File: src/rtl/keyscan_pkg.sv
// keyscan_pkg: shared types and helpers for the matrix keypad scanner.
package keyscan_pkg;

    // Accept state: no key owned, or one key currently held.
    typedef enum logic {
        ST_IDLE = 1'b0,
        ST_HELD = 1'b1
    } state_t;

    // Result of looking at one complete scan frame.
    typedef enum logic [1:0] {
        CL_NONE   = 2'd0,
        CL_SINGLE = 2'd1,
        CL_MULTI  = 2'd2
    } cls_t;

    // Width of a key code row*cols+col.
    function automatic int code_w(input int rows, input int cols);
        return $clog2(rows * cols);
    endfunction

endpackage

File: src/rtl/keyscan_fifo.sv
// keyscan_fifo: small synchronous FIFO for accepted key codes.
// Push and pop may coincide while full; the push then still lands.
module keyscan_fifo #(
    parameter int DEPTH = 4,
    parameter int W     = 4
) (
    input  logic                   ck,
    input  logic                   reset,
    input  logic                   push,
    input  logic [W-1:0]           din,
    input  logic                   pop_rdy,
    output logic [W-1:0]           dout,
    output logic                   valid,
    output logic [$clog2(DEPTH):0] count,
    output logic                   full,
    output logic                   drop
);
    localparam int AW = $clog2(DEPTH);
    localparam int CW = AW + 1;

    logic [W-1:0]  mem_r [DEPTH];
    logic [AW-1:0] wr_r;
    logic [AW-1:0] rd_r;
    logic [CW-1:0] count_r;
    logic [CW-1:0] count_n_s;
    logic          valid_r;
    logic          full_s;
    logic          pop_s;
    logic          push_ok_s;

    assign full_s    = (count_r == CW'(DEPTH));
    assign pop_s     = pop_rdy && valid_r;
    assign push_ok_s = push && (!full_s || pop_s);

    // Occupancy after this cycle's push and pop.
    always_comb begin
        count_n_s = count_r;
        case ({push_ok_s, pop_s})
            2'b10:   count_n_s = count_r + CW'(1'b1);
            2'b01:   count_n_s = count_r - CW'(1'b1);
            default: count_n_s = count_r;
        endcase
    end

    // Storage, pointers and occupancy; reset discards every queued code.
    always_ff @(posedge ck or posedge reset) begin
        if (reset) begin
            for (int i = 0; i < DEPTH; i++) begin
                mem_r[i] <= '0;
            end
            wr_r    <= '0;
            rd_r    <= '0;
            count_r <= '0;
            valid_r <= 1'b0;
        end else begin
            if (push_ok_s) begin
                mem_r[wr_r] <= din;
                wr_r        <= wr_r + AW'(1'b1);
            end
            if (pop_s) begin
                rd_r <= rd_r + AW'(1'b1);
            end
            count_r <= count_n_s;
            valid_r <= (count_n_s != '0);
        end
    end

    assign dout  = mem_r[rd_r];
    assign valid = valid_r;
    assign count = count_r;
    assign full  = full_s;
    assign drop  = push && !push_ok_s;

endmodule

File: src/rtl/keyscan_matrix.sv
// keyscan_matrix: row-strobed keypad scanner with whole-frame debounce,
// multi-key rejection, rollover and a key-code FIFO.
// Optional auto-repeat while a key is held: define KEYSCAN_REPEAT_EN.
module keyscan_matrix
    import keyscan_pkg::*;
#(
    parameter int ROWS       = 3,
    parameter int COLS       = 4,
    parameter int CLK_DIV    = 64,
    parameter int DEBOUNCE   = 3,
    parameter int FIFO_DEPTH = 4
`ifdef KEYSCAN_REPEAT_EN
    ,
    parameter int REPEAT_DELAY = 16,
    parameter int REPEAT_RATE  = 4
`endif
) (
    input  logic                          ck,
    input  logic                          reset,
    input  logic [COLS-1:0]               colin,
    output logic [ROWS-1:0]               rowout,
    output logic [code_w(ROWS, COLS)-1:0] keycode,
    output logic                          keyvalid,
    input  logic                          keyready,
    output logic                          keydown,
    output logic [$clog2(FIFO_DEPTH):0]   count,
    output logic                          overflow,
    input  logic                          ovf_clr
);
    localparam int CODE_W = code_w(ROWS, COLS);
    localparam int NBITS  = ROWS * COLS;
    localparam int PW     = $clog2(CLK_DIV);
    localparam int RW     = $clog2(ROWS);
    localparam int DW     = $clog2(DEBOUNCE + 1);

    logic [COLS-1:0]   sync1_r;
    logic [COLS-1:0]   sync2_r;
    logic [PW-1:0]     presc_r;
    logic [RW-1:0]     row_r;
    logic [ROWS-1:0]   rowout_r;
    logic [NBITS-1:0]  frame_r;
    logic [NBITS-1:0]  frame_s;
    logic              step_end_s;
    logic              frame_end_s;
    logic [1:0]        ones_s;
    cls_t              cls_s;
    cls_t              prev_cls_r;
    logic [CODE_W-1:0] code_s;
    logic [CODE_W-1:0] prev_code_r;
    logic [DW-1:0]     stab_r;
    logic [DW-1:0]     stab_n_s;
    logic              stable_s;
    state_t            state_r;
    state_t            state_n_s;
    logic [CODE_W-1:0] held_r;
    logic [CODE_W-1:0] held_n_s;
    logic              keydown_r;
    logic              push_s;
    logic [CODE_W-1:0] push_code_s;
    logic              fifo_full_s;
    logic              fifo_drop_s;
    logic              overflow_r;

`ifdef KEYSCAN_REPEAT_EN
    localparam int RMAX = (REPEAT_DELAY > REPEAT_RATE) ? REPEAT_DELAY : REPEAT_RATE;
    localparam int RPW  = $clog2(RMAX + 1);

    logic [RPW-1:0] rep_r;
    logic [RPW-1:0] rep_n_s;
    logic [RPW-1:0] rep_inc_s;
    logic [RPW-1:0] rep_tgt_s;
    logic           rep_first_r;
    logic           rep_first_n_s;

    assign rep_inc_s = rep_r + RPW'(1'b1);
    assign rep_tgt_s = rep_first_r ? RPW'(REPEAT_DELAY) : RPW'(REPEAT_RATE);
`endif

    // Two-flop synchroniser for the asynchronous column inputs.
    always_ff @(posedge ck or posedge reset) begin
        if (reset) begin
            sync1_r <= '0;
            sync2_r <= '0;
        end else begin
            sync1_r <= colin;
            sync2_r <= sync1_r;
        end
    end

    assign step_end_s  = (presc_r == PW'(CLK_DIV - 1));
    assign frame_end_s = step_end_s && (row_r == RW'(ROWS - 1));

    // Prescaler, row index and one-hot row drive advance together.
    always_ff @(posedge ck or posedge reset) begin
        if (reset) begin
            presc_r  <= '0;
            row_r    <= '0;
            rowout_r <= {{(ROWS-1){1'b0}}, 1'b1};
        end else if (step_end_s) begin
            presc_r  <= '0;
            row_r    <= frame_end_s ? '0 : (row_r + RW'(1'b1));
            rowout_r <= {rowout_r[ROWS-2:0], rowout_r[ROWS-1]};
        end else begin
            presc_r  <= presc_r + PW'(1'b1);
        end
    end

    // Frame image with the current row's columns merged in, so the frame
    // can be classified in the very cycle its last row is sampled.
    always_comb begin
        frame_s = frame_r;
        for (int r = 0; r < ROWS; r++) begin
            if (row_r == RW'(r)) begin
                frame_s[r*COLS +: COLS] = sync2_r;
            end else begin
                frame_s[r*COLS +: COLS] = frame_r[r*COLS +: COLS];
            end
        end
    end

    // Latch the sampled columns at the last prescaler cycle of each row.
    always_ff @(posedge ck or posedge reset) begin
        if (reset) begin
            frame_r <= '0;
        end else if (step_end_s) begin
            frame_r <= frame_s;
        end else begin
            frame_r <= frame_r;
        end
    end

    // Classify the frame: count set bits (saturating at two) and keep the lowest code.
    always_comb begin
        ones_s = 2'd0;
        code_s = '0;
        cls_s  = CL_NONE;
        for (int i = 0; i < NBITS; i++) begin
            if (frame_s[i] && (ones_s == 2'd0)) begin
                code_s = CODE_W'(i);
                ones_s = 2'd1;
            end else if (frame_s[i]) begin
                ones_s = 2'd2;
            end else begin
                ones_s = ones_s;
            end
        end
        case (ones_s)
            2'd0:    cls_s = CL_NONE;
            2'd1:    cls_s = CL_SINGLE;
            default: cls_s = CL_MULTI;
        endcase
    end

    // Stability count for this frame; multi-key frames never build stability.
    always_comb begin
        stab_n_s = DW'(1'b1);
        if (cls_s == CL_MULTI) begin
            stab_n_s = DW'(1'b1);
        end else if ((cls_s == prev_cls_r) && ((cls_s == CL_NONE) || (code_s == prev_code_r))) begin
            if (stab_r == DW'(DEBOUNCE)) begin
                stab_n_s = stab_r;
            end else begin
                stab_n_s = stab_r + DW'(1'b1);
            end
        end else begin
            stab_n_s = DW'(1'b1);
        end
    end

    assign stable_s = frame_end_s && (cls_s != CL_MULTI) && (stab_n_s == DW'(DEBOUNCE));

    // Remember the previous frame's classification and its stability count.
    always_ff @(posedge ck or posedge reset) begin
        if (reset) begin
            prev_cls_r  <= CL_NONE;
            prev_code_r <= '0;
            stab_r      <= '0;
        end else if (frame_end_s) begin
            prev_cls_r  <= cls_s;
            prev_code_r <= code_s;
            stab_r      <= stab_n_s;
        end else begin
            stab_r      <= stab_r;
        end
    end

    // Accept FSM next state and push requests (press, rollover, repeat).
    always_comb begin
        state_n_s   = state_r;
        held_n_s    = held_r;
        push_s      = 1'b0;
        push_code_s = code_s;
`ifdef KEYSCAN_REPEAT_EN
        rep_n_s       = rep_r;
        rep_first_n_s = rep_first_r;
`endif
        if (stable_s) begin
            case (state_r)
                ST_IDLE: begin
                    if (cls_s == CL_SINGLE) begin
                        push_s    = 1'b1;
                        state_n_s = ST_HELD;
                        held_n_s  = code_s;
                    end else begin
                        state_n_s = ST_IDLE;
                    end
                end
                ST_HELD: begin
                    if (cls_s == CL_NONE) begin
                        state_n_s = ST_IDLE;
                    end else if (code_s != held_r) begin
                        push_s   = 1'b1;
                        held_n_s = code_s;
                    end else begin
                        state_n_s = ST_HELD;
                    end
                end
                default: state_n_s = ST_IDLE;
            endcase
        end else begin
            state_n_s = state_r;
        end
`ifdef KEYSCAN_REPEAT_EN
        if (frame_end_s && (state_r == ST_HELD)) begin
            if ((cls_s == CL_SINGLE) && (code_s == held_r)) begin
                if (rep_inc_s == rep_tgt_s) begin
                    push_s        = 1'b1;
                    rep_n_s       = '0;
                    rep_first_n_s = 1'b0;
                end else begin
                    rep_n_s       = rep_inc_s;
                    rep_first_n_s = rep_first_r;
                end
            end else begin
                rep_n_s       = '0;
                rep_first_n_s = 1'b1;
            end
        end else if (state_r == ST_IDLE) begin
            rep_n_s       = '0;
            rep_first_n_s = 1'b1;
        end else begin
            rep_n_s       = rep_r;
            rep_first_n_s = rep_first_r;
        end
`endif
    end

    // Accept FSM state register and the registered keydown level.
    always_ff @(posedge ck or posedge reset) begin
        if (reset) begin
            state_r     <= ST_IDLE;
            held_r      <= '0;
            keydown_r   <= 1'b0;
`ifdef KEYSCAN_REPEAT_EN
            rep_r       <= '0;
            rep_first_r <= 1'b1;
`endif
        end else begin
            state_r     <= state_n_s;
            held_r      <= held_n_s;
            keydown_r   <= (state_n_s == ST_HELD);
`ifdef KEYSCAN_REPEAT_EN
            rep_r       <= rep_n_s;
            rep_first_r <= rep_first_n_s;
`endif
        end
    end

    keyscan_fifo #(
        .DEPTH (FIFO_DEPTH),
        .W     (CODE_W)
    ) u_fifo (
        .ck      (ck),
        .reset   (reset),
        .push    (push_s),
        .din     (push_code_s),
        .pop_rdy (keyready),
        .dout    (keycode),
        .valid   (keyvalid),
        .count   (count),
        .full    (fifo_full_s),
        .drop    (fifo_drop_s)
    );

    // Sticky overflow: a drop (only possible while full) wins over a clear.
    always_ff @(posedge ck or posedge reset) begin
        if (reset) begin
            overflow_r <= 1'b0;
        end else if (fifo_drop_s && fifo_full_s) begin
            overflow_r <= 1'b1;
        end else if (ovf_clr) begin
            overflow_r <= 1'b0;
        end else begin
            overflow_r <= overflow_r;
        end
    end

    assign rowout   = rowout_r;
    assign keydown  = keydown_r;
    assign overflow = overflow_r;

endmodule

File: config.mk
export PLATFORM = sky130hd
export DESIGN_NAME = keyscan_matrix
export DESIGN_NICKNAME = d
export VERILOG_FILES = /design/src/rtl/keyscan_pkg.sv /design/src/rtl/keyscan_fifo.sv /design/src/rtl/keyscan_matrix.sv
export SDC_FILE = /design/constraint.sdc
export NUM_CORES = 1
export LEC_CHECK = 0
export BUFFER_PORTS_ARGS = -buffer_cell sky130_fd_sc_hd__buf_2
export CORE_MARGIN = 2
export CORE_UTILIZATION = 45
export DETAILED_ROUTE_END_ITERATION = 16
export GPL_TIMING_DRIVEN = 0
export PLACE_DENSITY = 0.69
export SLEW_MARGIN = 20
export SYNTH_ARGS = -nofsm -noshare
export SYNTH_HDL_FRONTEND = slang
export SYNTH_SLANG_ARGS = --single-unit
export TNS_END_PERCENT = 20
File: constraint.sdc
create_clock -name ck -period 12.6 [get_ports ck]
set_input_delay 0.63 -clock ck [delete_from_list [all_inputs] [get_ports ck]]
set_output_delay 0.63 -clock ck [all_outputs]
set_load 0.02 [all_outputs]
---- Word-level counts from Yosys, hierarchy flattened ----
Index checks and enable logic that the tools add are counted.
word-level totals
  output and inout port bits .............. 13
  logic and storage cells ................. 155
  register bits ........................... 69
  input port bits ......................... 8
cells by class
  reductions and logical operators ........ 41
  bitwise logic cells ..................... 3
  $add $sub $neg .......................... 7
  magnitude comparators ................... 3
  eq/ne operators ......................... 18
  multiplexer cells ....................... 63
operators with widths
  operator                                                                number
  4-bit two-way mux                                                       19
  2-bit two-way mux                                                       26
  2-bit zero test                                                         14
  1-bit logical AND                                                       20
  16-bit bitwise mux                                                      1
  2-bit equality test (second input constant)                             5
  1-bit two-way mux                                                       9
  2-bit by 1-bit adder with 2-bit output (second input constant)          4
  4-bit binary-select mux with 2-bit select                               1
  4-bit demux with 2-bit select                                           1
  2-bit by 1-bit equality test with 1-bit output (second input constant)  4
  4-bit one-hot mux with 2 select lines                                   1
  6-bit by 1-bit adder with 6-bit output (second input constant)          1
  6-bit equality test (second input constant)                             1
  3-bit >= comparator (second input constant)                             2
  6-bit two-way mux                                                       1
  2-bit inequality test (second input constant)                           3
  2-bit NOT with 3-bit output                                             2
  3-bit one-hot mux with 2 select lines                                   1
  4-bit equality test                                                     1
  4-bit inequality test                                                   1
  1-bit one-hot mux with 2 select lines                                   2
  2-bit one-hot mux with 2 select lines                                   1
  4-bit AND reduction                                                     1
  other kinds (11)                                                        13

---- Longest topological paths before layout ----
Gate-level depths: netlist (run 1).
  depth after elaboration ................. 51
  depth in mapped cells ................... 25
  mapped depth without buffers ............ 21

---- Modules after synthesis ----
A second synthesis (run 1) with hierarchy kept.
second synthesis, totals
  cells, all modules ...................... 363
  area, all modules ....................... 3938.8 um^2
modules (own cells, without submodules)
  module          cells each  area an instance (um^2)  sequential area each (um^2)  instances
  keyscan_matrix  283         2800.2                   1127.3                       1
  keyscan_fifo    80          1138.6                   600.6                        1

---- Worst setup path before layout (run 1) ----
OpenSTA, ideal clock, no wires.
  path kind ............................... register to register
  start point ............................. register row_r[0]
  end point ............................... register u_fifo.valid_r, in the netlist u_fifo.valid
  setup slack ............................. 7.375 ns
  clock period less this slack ............ 5.225 ns
  arrival ................................. 5.094 ns
  setup time .............................. 0.131 ns
  path buffers ............................ 3
  stages on the path, launching flop included .. 24
  path through ............................ dfrtp_1 > buf_6 > nor2_4 > mux2_2 > ha_1 > nor2_1 > nand3_2 > buf_6 > nor4_2 > a211oi_1 > a22o_1 > or2_1 > buf_6 > a32oi_4 > xnor2_1 > o41a_1 > nand4b_1 > ha_1 > inv_1 > fa_1 > xor2_1 > nor2_1 > xor2_1 > or3_1
on the way
  longest elaborated chain between the ends .. 50
RTL lines
  what                                                                                   RTL line               source
  start: declaration                                                                     keyscan_matrix.sv:39   logic [RW-1:0] row_r;
  start signal: assignment                                                               keyscan_matrix.sv:101  row_r <= frame_end_s ? '0 : (row_r + RW'(1'b1));
  2-bit zero test (*)                                                                    keyscan_matrix.sv:113  if (row_r == RW'(r)) begin
  4-bit two-way mux (*)                                                                  keyscan_matrix.sv:113
  net frame_s[0]                                                                         keyscan_matrix.sv:42   logic [NBITS-1:0] frame_s;
  1-bit two-way mux (*)                                                                  keyscan_matrix.sv:138  if (frame_s[i] && (ones_s == 2'd0)) begin
  2-bit zero test                                                                        keyscan_matrix.sv:138
  1-bit logical AND                                                                      keyscan_matrix.sv:138
  2-bit two-way mux                                                                      keyscan_matrix.sv:138
  2-bit zero test                                                                        keyscan_matrix.sv:138
  [... 36 more ...]                                                                      --
  2-bit equality test                                                                    keyscan_matrix.sv:170  assign stable_s = frame_end_s && (cls_s != CL_MULTI) && (stab_n_s == DW'(DEBOUNCE));
  1-bit logical AND                                                                      keyscan_matrix.sv:170
  1-bit two-way mux (*)                                                                  keyscan_matrix.sv:197  if (stable_s) begin
  1-bit logical AND (*)                                                                  keyscan_fifo.sv:33     assign push_ok_s = push && (!full_s || pop_s);
  2-bit by 1-bit equality test with 1-bit output or 2-bit equality test (tied branches)  keyscan_fifo.sv:38     case ({push_ok_s, pop_s})
  3-bit one-hot mux with 2 select lines (*)                                              keyscan_fifo.sv:38
  net u_fifo.count_n_s[2]                                                                keyscan_fifo.sv:25     logic [CW-1:0] count_n_s;
  3-bit nonzero test (*)                                                                 keyscan_fifo.sv:64     valid_r <= (count_n_s != '0);
  end signal: assignment                                                                 keyscan_fifo.sv:64
  end: declaration                                                                       keyscan_fifo.sv:26     logic valid_r;
Mark *: on every way through the listed nets, which the timed path passes. The rest lies on a longest branch.
A chain may end at the register's enable or synchronous reset.

---- Worst setup path after layout (run 1) ----
  start point ............................. register row_r[0]
  end point ............................... register u_fifo.valid_r, in the netlist u_fifo.valid
RTL lines
  what                                                                                   RTL line
  2-bit zero test (*)                                                                    keyscan_matrix.sv:113
  4-bit two-way mux (*)                                                                  keyscan_matrix.sv:113
  net frame_s[1]                                                                         keyscan_matrix.sv:42
  2-bit two-way mux or 1-bit logical AND (tied branches)                                 keyscan_matrix.sv:141, keyscan_matrix.sv:138
  2-bit two-way mux                                                                      keyscan_matrix.sv:138
  2-bit zero test                                                                        keyscan_matrix.sv:138
  1-bit logical AND                                                                      keyscan_matrix.sv:138
  2-bit two-way mux                                                                      keyscan_matrix.sv:138
  [... 34 more ...]                                                                      --
  2-bit equality test                                                                    keyscan_matrix.sv:170
  1-bit logical AND                                                                      keyscan_matrix.sv:170
  1-bit two-way mux (*)                                                                  keyscan_matrix.sv:197
  1-bit logical AND (*)                                                                  keyscan_fifo.sv:33
  2-bit by 1-bit equality test with 1-bit output or 2-bit equality test (tied branches)  keyscan_fifo.sv:38
  3-bit one-hot mux with 2 select lines (*)                                              keyscan_fifo.sv:38
  net u_fifo.count_n_s[2]                                                                keyscan_fifo.sv:25
  3-bit nonzero test (*)                                                                 keyscan_fifo.sv:64
Marked as above.

==> run_results.csv, run 1 <==
group,metric,value,unit
status,outcome,"finished, final reports clean",
yosys,synth_enable_flop_cells,0,
yosys,synth_cell_types,81,
sta,whs,0.183,ns
grt,antenna_found_initial,0,
sta,min_period_over_period,46.5,%
grt,grt_usage,18.4,%
clock_tree,cts-htree-levels,3,
clock_tree,clkTransAtPathRegs,0.08,ns
yosys,syn_area_per_cell,10.4,µm²
sta,fmax,0.171,GHz
flow_run,max_cap_viol_count,0,
route,detail_route.first_pass.iterations,4,
yosys,syn-num-nets,420,
floorplanning,die_w,101,µm
pwr,power,0.512,mW
clock_tree,clock_latency,0.34,ns
place,port-buffer-count,20,
pwr,power.density,109,nW/µm²
sta,slew_viol_final,0,
clock_tree,cts_made_buffers,9,
floorplanning,dieArea,10100,µm²
floorplanning,io_pins,21,
clock_tree,post_cts_resized,0,
yosys,yosysMostFrequentCell,"dfrtp_1",
clock_tree,cts_setup_buffers,0,
route,drt_iter0_markers,179,
sta,rsz0062_at_grt,"no",
setup_path,timing.reg2reg.setup_slack,6.74,ns
route,ant_nets,0,
setup_path,crit_fanout,10,
place,place_area,4480,µm²
sta,period_minus_slack,5.86,ns
yosys,synthArstFlopShare,100,%
floorplanning,std_cell_rows,35,
grt,grt_start_max_net_pins,60,
sta,setup_ws,6.74,ns
finish,seqCellArea,1730,µm²
floorplanning,die_h,101,µm
finish,fin_nets,452,
yosys,ys.flop_type,"dfrtp_1",
place,gp_congestion,0.853,
route,drc,0,
pwr,switchingPower,0.152,mW
pwr,irDropWorstVdd,0.0000909,V
grt,grt_pass1_vias,3060,
route,vias,3118,
setup_path,path_cells,"buf_6 > nor2_4 > mux2i_1 > inv_2 > ha_1 > nor2_1 > nand3_2 > buf_6 > nor4_1 > a221o_1 > clkbuf_1 > xnor2_1 > o21ai_0 > or4_1 > o31a_1 > buf_6 > nand4b_1 > ha_1 > inv_1 > fa_1 > xor2_1 > nor2_1 > xor2_1 > or3_1",
yosys,synth_largest_area_cell,"dfrtp_1",
place,place_hpwl,6320,µm
yosys,synthCells,404,
clock_tree,holdBufCountCts,0,
finish,layout-drive-gt1-share,20.4,%
finish,layoutNonFillerInstCount,552,
setup_path,slowest_stage,"nor4_1",
yosys,synth_top_area_share,40.4,%
sta,fin_skew,0.0103,ns
setup_path,cp.arrival,6.09,ns
clock_tree,cts_buffer_depth,2,
pwr,clkPwrFrac,35.1,%
pwr,leakagePower,2.06,nW
clock_tree,cts_tree,"done",
clock_tree,numClockSinks,69,
clock_tree,root_buffer,"clkbuf_8",
setup_path,rr_endpoint,"u_fifo.valid",
worst_hold_path,hold_path_class,"primary input to asynchronous set/reset pin",
finish,post-route-cell-area,4680,µm²
sta,setup-tns-final,0,ns
setup_path,start_kind,"register",
yosys,ys_top_cells_by_count,"68 x dfrtp_1, 54 x nand2_1, 23 x nor2_1",
finish,diodes,0,
setup_path,worst-setup-path-type,"register to register",
finish,finish.utilization,51.1,%
pwr,seq_power_share,47.1,%
setup_path,slowest_delay,0.58,ns
grt,globalRoute.totalOverflow,0,
setup_path,r2r_cells,24,
route,via_per_inst,5.65,
route,routed_wl,8630,µm
route,wl_per_cell,15.6,µm
floorplanning,core_area,9150,µm²
sta,final_hold_viol_count,0,
pwr,p_sw_share,29.7,%
sta,worstMarginPinSlew,0.690,ns
pwr,intPower,0.360,mW
sta,max-slew-margin-rel,53.7,%
place,dpl.cell_count,536,
finish,n_fill_cell,785,
sta,setup_viol_count_final,0,
setup_path,crit_required,12.83,ns
floorplanning,initial_core_util,46.0,%
setup_path,worst_setup_path_end_kind,"register",
yosys,synth_seq_area_share,41.0,%
place,place_ws,6.82,ns
finish,area_delta_synth_final,11.1,%
yosys,netlist_area,4210,µm²
pwr,p_comb_share,17.9,%
yosys,synthTopCellsByArea,"dfrtp_1 40%, mux2i_1 5.2%, nand2_1 4.8%",
setup_path,cp_common_cell,"buf_6",
yosys,yosysWarnings,0,
finish,multi_input_area,2290,µm²
setup_path,r2r_start,"row_r[0]",
yosys,yosys_register_bits,69,
grt,grt_pass1_wl,14900,µm
cell families (layout without fill, tap and decap cells):
family                     Yosys count  in the layout  share of synthesized area, %
and+or+nand+nor                    146            146                          19.7
buffers and inverters               41             78                          4.55
muxes                               48             48                          13.7
AOI/OAI and AO/OA                   75             75                          14.9
DFF                                 69             69                          41.0
adders and majority gates            8              8                          2.56
xor gates and xnor gates            17             17                          3.54
area by class of cell:
cell class / instances / share of cell area (%)
clock inverters: 7 / 1.58
flip-flops and latches: 69 / 36.9
well taps: 111 / 2.97
repair buffers: 21 / 2.73
multi-input cells: 294 / 49.0
plain buffers: 18 / 2.25
clock buffers: 9 / 2.65
inverters: 23 / 1.90
registers in the layout, indices dropped and copies added (netlist names), named ones only:
| register | count |
|---|---|
| u_fifo.count | 3 |
| stab_r | 2 |
| presc_r | 6 |
| u_fifo.rd_r | 2 |
| prev_code_r | 4 |
| sync2_r | 4 |
| row_r | 2 |
| held_r | 4 |
| u_fifo.valid | 1 |
| prev_cls_r | 2 |
| sync1_r | 4 |
| rowout | 3 |
| u_fifo.wr_r | 2 |
| overflow | 1 |
| u_fifo.mem_r | 16 |
| frame_r | 12 |
cell usage in the layout, fill, tap and decap left out, types with 3 or more instances in the layout:
master	instances
nand2_1	54
and3_1	3
nor2_1	23
nor2b_1	3
xnor2_1	10
or2_2	3
a211oi_1	5
or3_1	4
xor2_1	7
ha_1	7
o211ai_1	3
nor3_1	6
mux2_2	8
nand4b_1	4
mux4_2	4
nand2b_1	3
inv_1	21
a21oi_1	8
clkbuf_1	10
and2_1	4
buf_2	23
o21ai_0	20
buf_6	4
mux2_1	11
mux2i_1	22
nor3_4	4
nand3_1	10
dfrtp_1	68
clkbuf_8	9
nand4_1	7
layer usage:
metal  wire length (µm)  part of all wire, %  global-route usage [%]
met1               4120                   48                    25.7
met3                285                  3.3                    3.54
met4                 80                 0.93                    5.37
met5                  0                    0                       0
met2               4140                   48                    29.3
worst max-delay path, delay by kind of cell (launching register included):
family	cells	cell delay [ns]
DFF	1	0.38
buffers and inverters	6	0.97
and+or+nand+nor	8	2.20
muxes	1	0.35
adders and majority gates	3	0.80
AOI/OAI and AO/OA	3	0.58
xor gates and xnor gates	3	0.48
worst max path at each step:
stage	startpoint	to	slack (ns)
3_3_place_gp	row_r[0]	u_fifo.valid	6.90
3_5_place_dp	row_r[0]	u_fifo.valid	6.82
2_1_floorplan	row_r[0]	u_fifo.valid	7.37
5_1_grt	row_r[0]	u_fifo.valid	6.28
6_report	row_r[0]	u_fifo.valid	6.74
4_1_cts	row_r[0]	u_fifo.valid	6.75
power by group through the flow:
stage	combinational (mW)	sequential [mW]	clock, mW
final	0.0915	0.241	0.180
after global routing	0.101	0.242	0.193
after CTS	0.0919	0.241	0.183
after detailed placement	0.0907	0.245	0
after global placement	0.0873	0.245	0
after floorplan	0.0622	0.251	0
Note: power is estimated with default switching activity, not from simulation.
==> inputs of run 2 (changes only) <==
- PLACE_DENSITY: 0.69 -> 0.71
- clock period: 12.6 -> 5 ns (I/O delays scaled with it)
==> run 2 against run 1 <==
The run now ends with negative setup slack left; design area rose by 8.2%; non-clock buffer count rose by 22; global-route usage rose by 1.6 points; critical path depth rose by 1; hold slack got worse by 0.16 ns; first-iteration DRC count fell by 18%; clock skew fell by 0.0012 ns; total power rose to 2.5 times the previous value; core utilization rose by 4.2 points; maximum frequency rose by 13%; setup slack got worse by 6.9 ns.
==> run_results.csv, run 2 (synthesis gave the netlist of run 1 again) <==
group,metric,value,unit
sta,fmax,0.192,GHz
sta,min_period_over_period,104,%
floorplanning,die_h,101,µm
sta,slew_viol_final,0,
setup_path,cp.arrival,5.41,ns
grt,grt_pass1_wl,16100,µm
finish,final_cell_mix,"68 x dfrtp_1, 54 x nand2_1, 23 x buf_2",
place,place_hpwl,6570,µm
grt,grt_pass1_vias,3299,
setup_path,crit_fanout,9,
clock_tree,root_buffer,"clkbuf_8",
place,gp_congestion,0.851,
sta,rsz0062_at_grt,"yes",
setup_path,worst_setup_path_end_kind,"register",
route,wl_per_cell,16.6,µm
clock_tree,cts_tree,"done",
grt,grt_usage,20.1,%
grt,globalRoute.totalOverflow,0,
route,routed_wl,9530,µm
grt,grt_start_max_net_pins,39,
grt,antenna_found_initial,0,
finish,fin_nets,474,
worst_hold_path,hold_path_class,"primary input to register",
sta,setup_viol_count_final,1,
route,drt_iter0_markers,147,
setup_path,start_kind,"register",
finish,finish.utilization,55.3,%
setup_path,crit_required,5.21,ns
place,port-buffer-count,20,
finish,layoutNonFillerInstCount,574,
floorplanning,die_w,101,µm
sta,fin_skew,0.00913,ns
worst_hold_path,holdPathStages,1,
status,outcome,"finished with violations",
sta,final_hold_viol_count,0,
status,violations,"negative setup slack",
sta,max-slew-margin-rel,49.0,%
setup_path,rr_endpoint,"u_fifo.valid",
finish,area_delta_synth_final,20.2,%
finish,layout-drive-gt1-share,30.0,%
floorplanning,core_area,9150,µm²
place,dpl.cell_count,536,
setup_path,worst-setup-path-type,"register to register",
clock_tree,cts-htree-levels,3,
finish,largest_register_ff_count,16,
route,ant_nets,0,
route,detail_route.first_pass.iterations,4,
clock_tree,cts_made_buffers,9,
worst_hold_path,min_to,"sync1_r[2]",
setup_path,r2r_cells,25,
clock_tree,cts_buffer_depth,2,
finish,final_common_cell,"dfrtp_1",
clock_tree,clock_latency,0.33,ns
sta,setup_ws,-0.198,ns
floorplanning,dieArea,10100,µm²
setup_path,timing.reg2reg.setup_slack,-0.20,ns
floorplanning,io_pins,21,
clock_tree,numClockSinks,69,
floorplanning,initial_core_util,46.0,%
flow_run,max_cap_viol_count,0,
floorplanning,std_cell_rows,35,
sta,worstMarginPinSlew,0.744,ns
worst_hold_path,min_from,"colin[2]",
pwr,irDropWorstVdd,0.000280,V
pwr,power.density,255,nW/µm²
setup_path,r2r_start,"row_r[0]",
finish,diodes,0,
route,drc,0,
route,via_per_inst,5.73,
clock_tree,clkTransAtPathRegs,0.08,ns
pwr,power,1.29,mW
finish,top_regs,"u_fifo.mem_r x16, frame_r x12, presc_r x6",
sta,period_minus_slack,5.20,ns
route,vias,3287,
pwr,leakagePower,2.19,nW
finish,top_register,"u_fifo.mem_r",
==> run 2: cell count changes in the layout (fill, tap and decap cells not counted), sizes merged <==
cell	change
clkbuf	+1
inv	-1
dlygate4sd3	+1
bufinv	-1
buf	+22
==> run 2: where the power goes <==
group | leakage (nW) | switching [mW] | total (mW) | internal, mW
registers | 0.865 | 0.0229 | 0.608 | 0.585
logic | 1.23 | 0.153 | 0.265 | 0.112
clock network | 0.0953 | 0.212 | 0.419 | 0.207
total | 2.19 | 0.387 | 1.29 | 0.904
==> run 2: routing by layer <==
metal,up-vias,routed length [µm],GRT usage (%)
met2,82,4530,32.3
met1,1620,4500,27.6
li1,1568,-,-
met3,17,331,2.64
met5,-,0,0
met4,0,167,7.80
==> run 2: final cells by class <==
cell class                 instances  area, µm²
timing repair buffer              44        308
sequential                        69       1730
tap                              111        139
multi-input combinational        294       2510
inverter                          23       88.8
fill                             760       4090
buffer                            17        105
clock buffer                      11        151
clock inverter                     5       35.0
==> run 2: how the worst max path moves through the flow <==
stage                         from      endpoint  cells after the start
after floorplan           row_r[1]  u_fifo.valid                     24
after CTS                 row_r[0]  u_fifo.valid                     25
after global routing      row_r[0]  u_fifo.valid                     25
after detailed placement  row_r[1]  u_fifo.valid                     23
final                     row_r[0]  u_fifo.valid                     25
after global placement    row_r[1]  u_fifo.valid                     23
==> run 2: timing repair <==
item / CTS / global route
pin swaps: 22 / 1
endpoints found under the hold margin: 30 / 0
hold buffers: 1 / 0
buffers inserted: 21 / 1
setup endpoints to repair: 15 / 20
resized for setup: 22 / 6
==> run 2: worst max-delay path, cell delays in order, from the launching register on <==
cell and delay, ns:
dfrtp_1 0.38, buf_6 0.14, nor2_4 0.16, mux2i_2 0.29, inv_2 0.08, ha_4 0.29, buf_4 0.14, nand2_1 0.07
mux2i_2 0.17, o211a_1 0.28, nor3_2 0.09, a22o_1 0.28, buf_4 0.15, o2111ai_4 0.21, o21ai_1 0.08, or4_1 0.51
o31a_1 0.27, buf_6 0.12, nand4b_1 0.18, ha_2 0.21, inv_1 0.06, fa_1 0.17, xor2_1 0.16, nor2_1 0.08
xor2_1 0.15, or3_1 0.32
==> run 2: through the flow <==
step	instance area, µm²	setup TNS, ns	hold slack [ns]	setup slack [ns]
finish	5060	-0.198	0.0219	-0.198
global route	5060	-0.690	0.00164	-0.424
CTS	5030	-0.0999	0.00788	-0.0999
detailed placement	4550	-2.11	0.284	-0.644
global placement	4530	-0.705	0.335	-0.453
floorplan	4290	0	0.281	0.00625
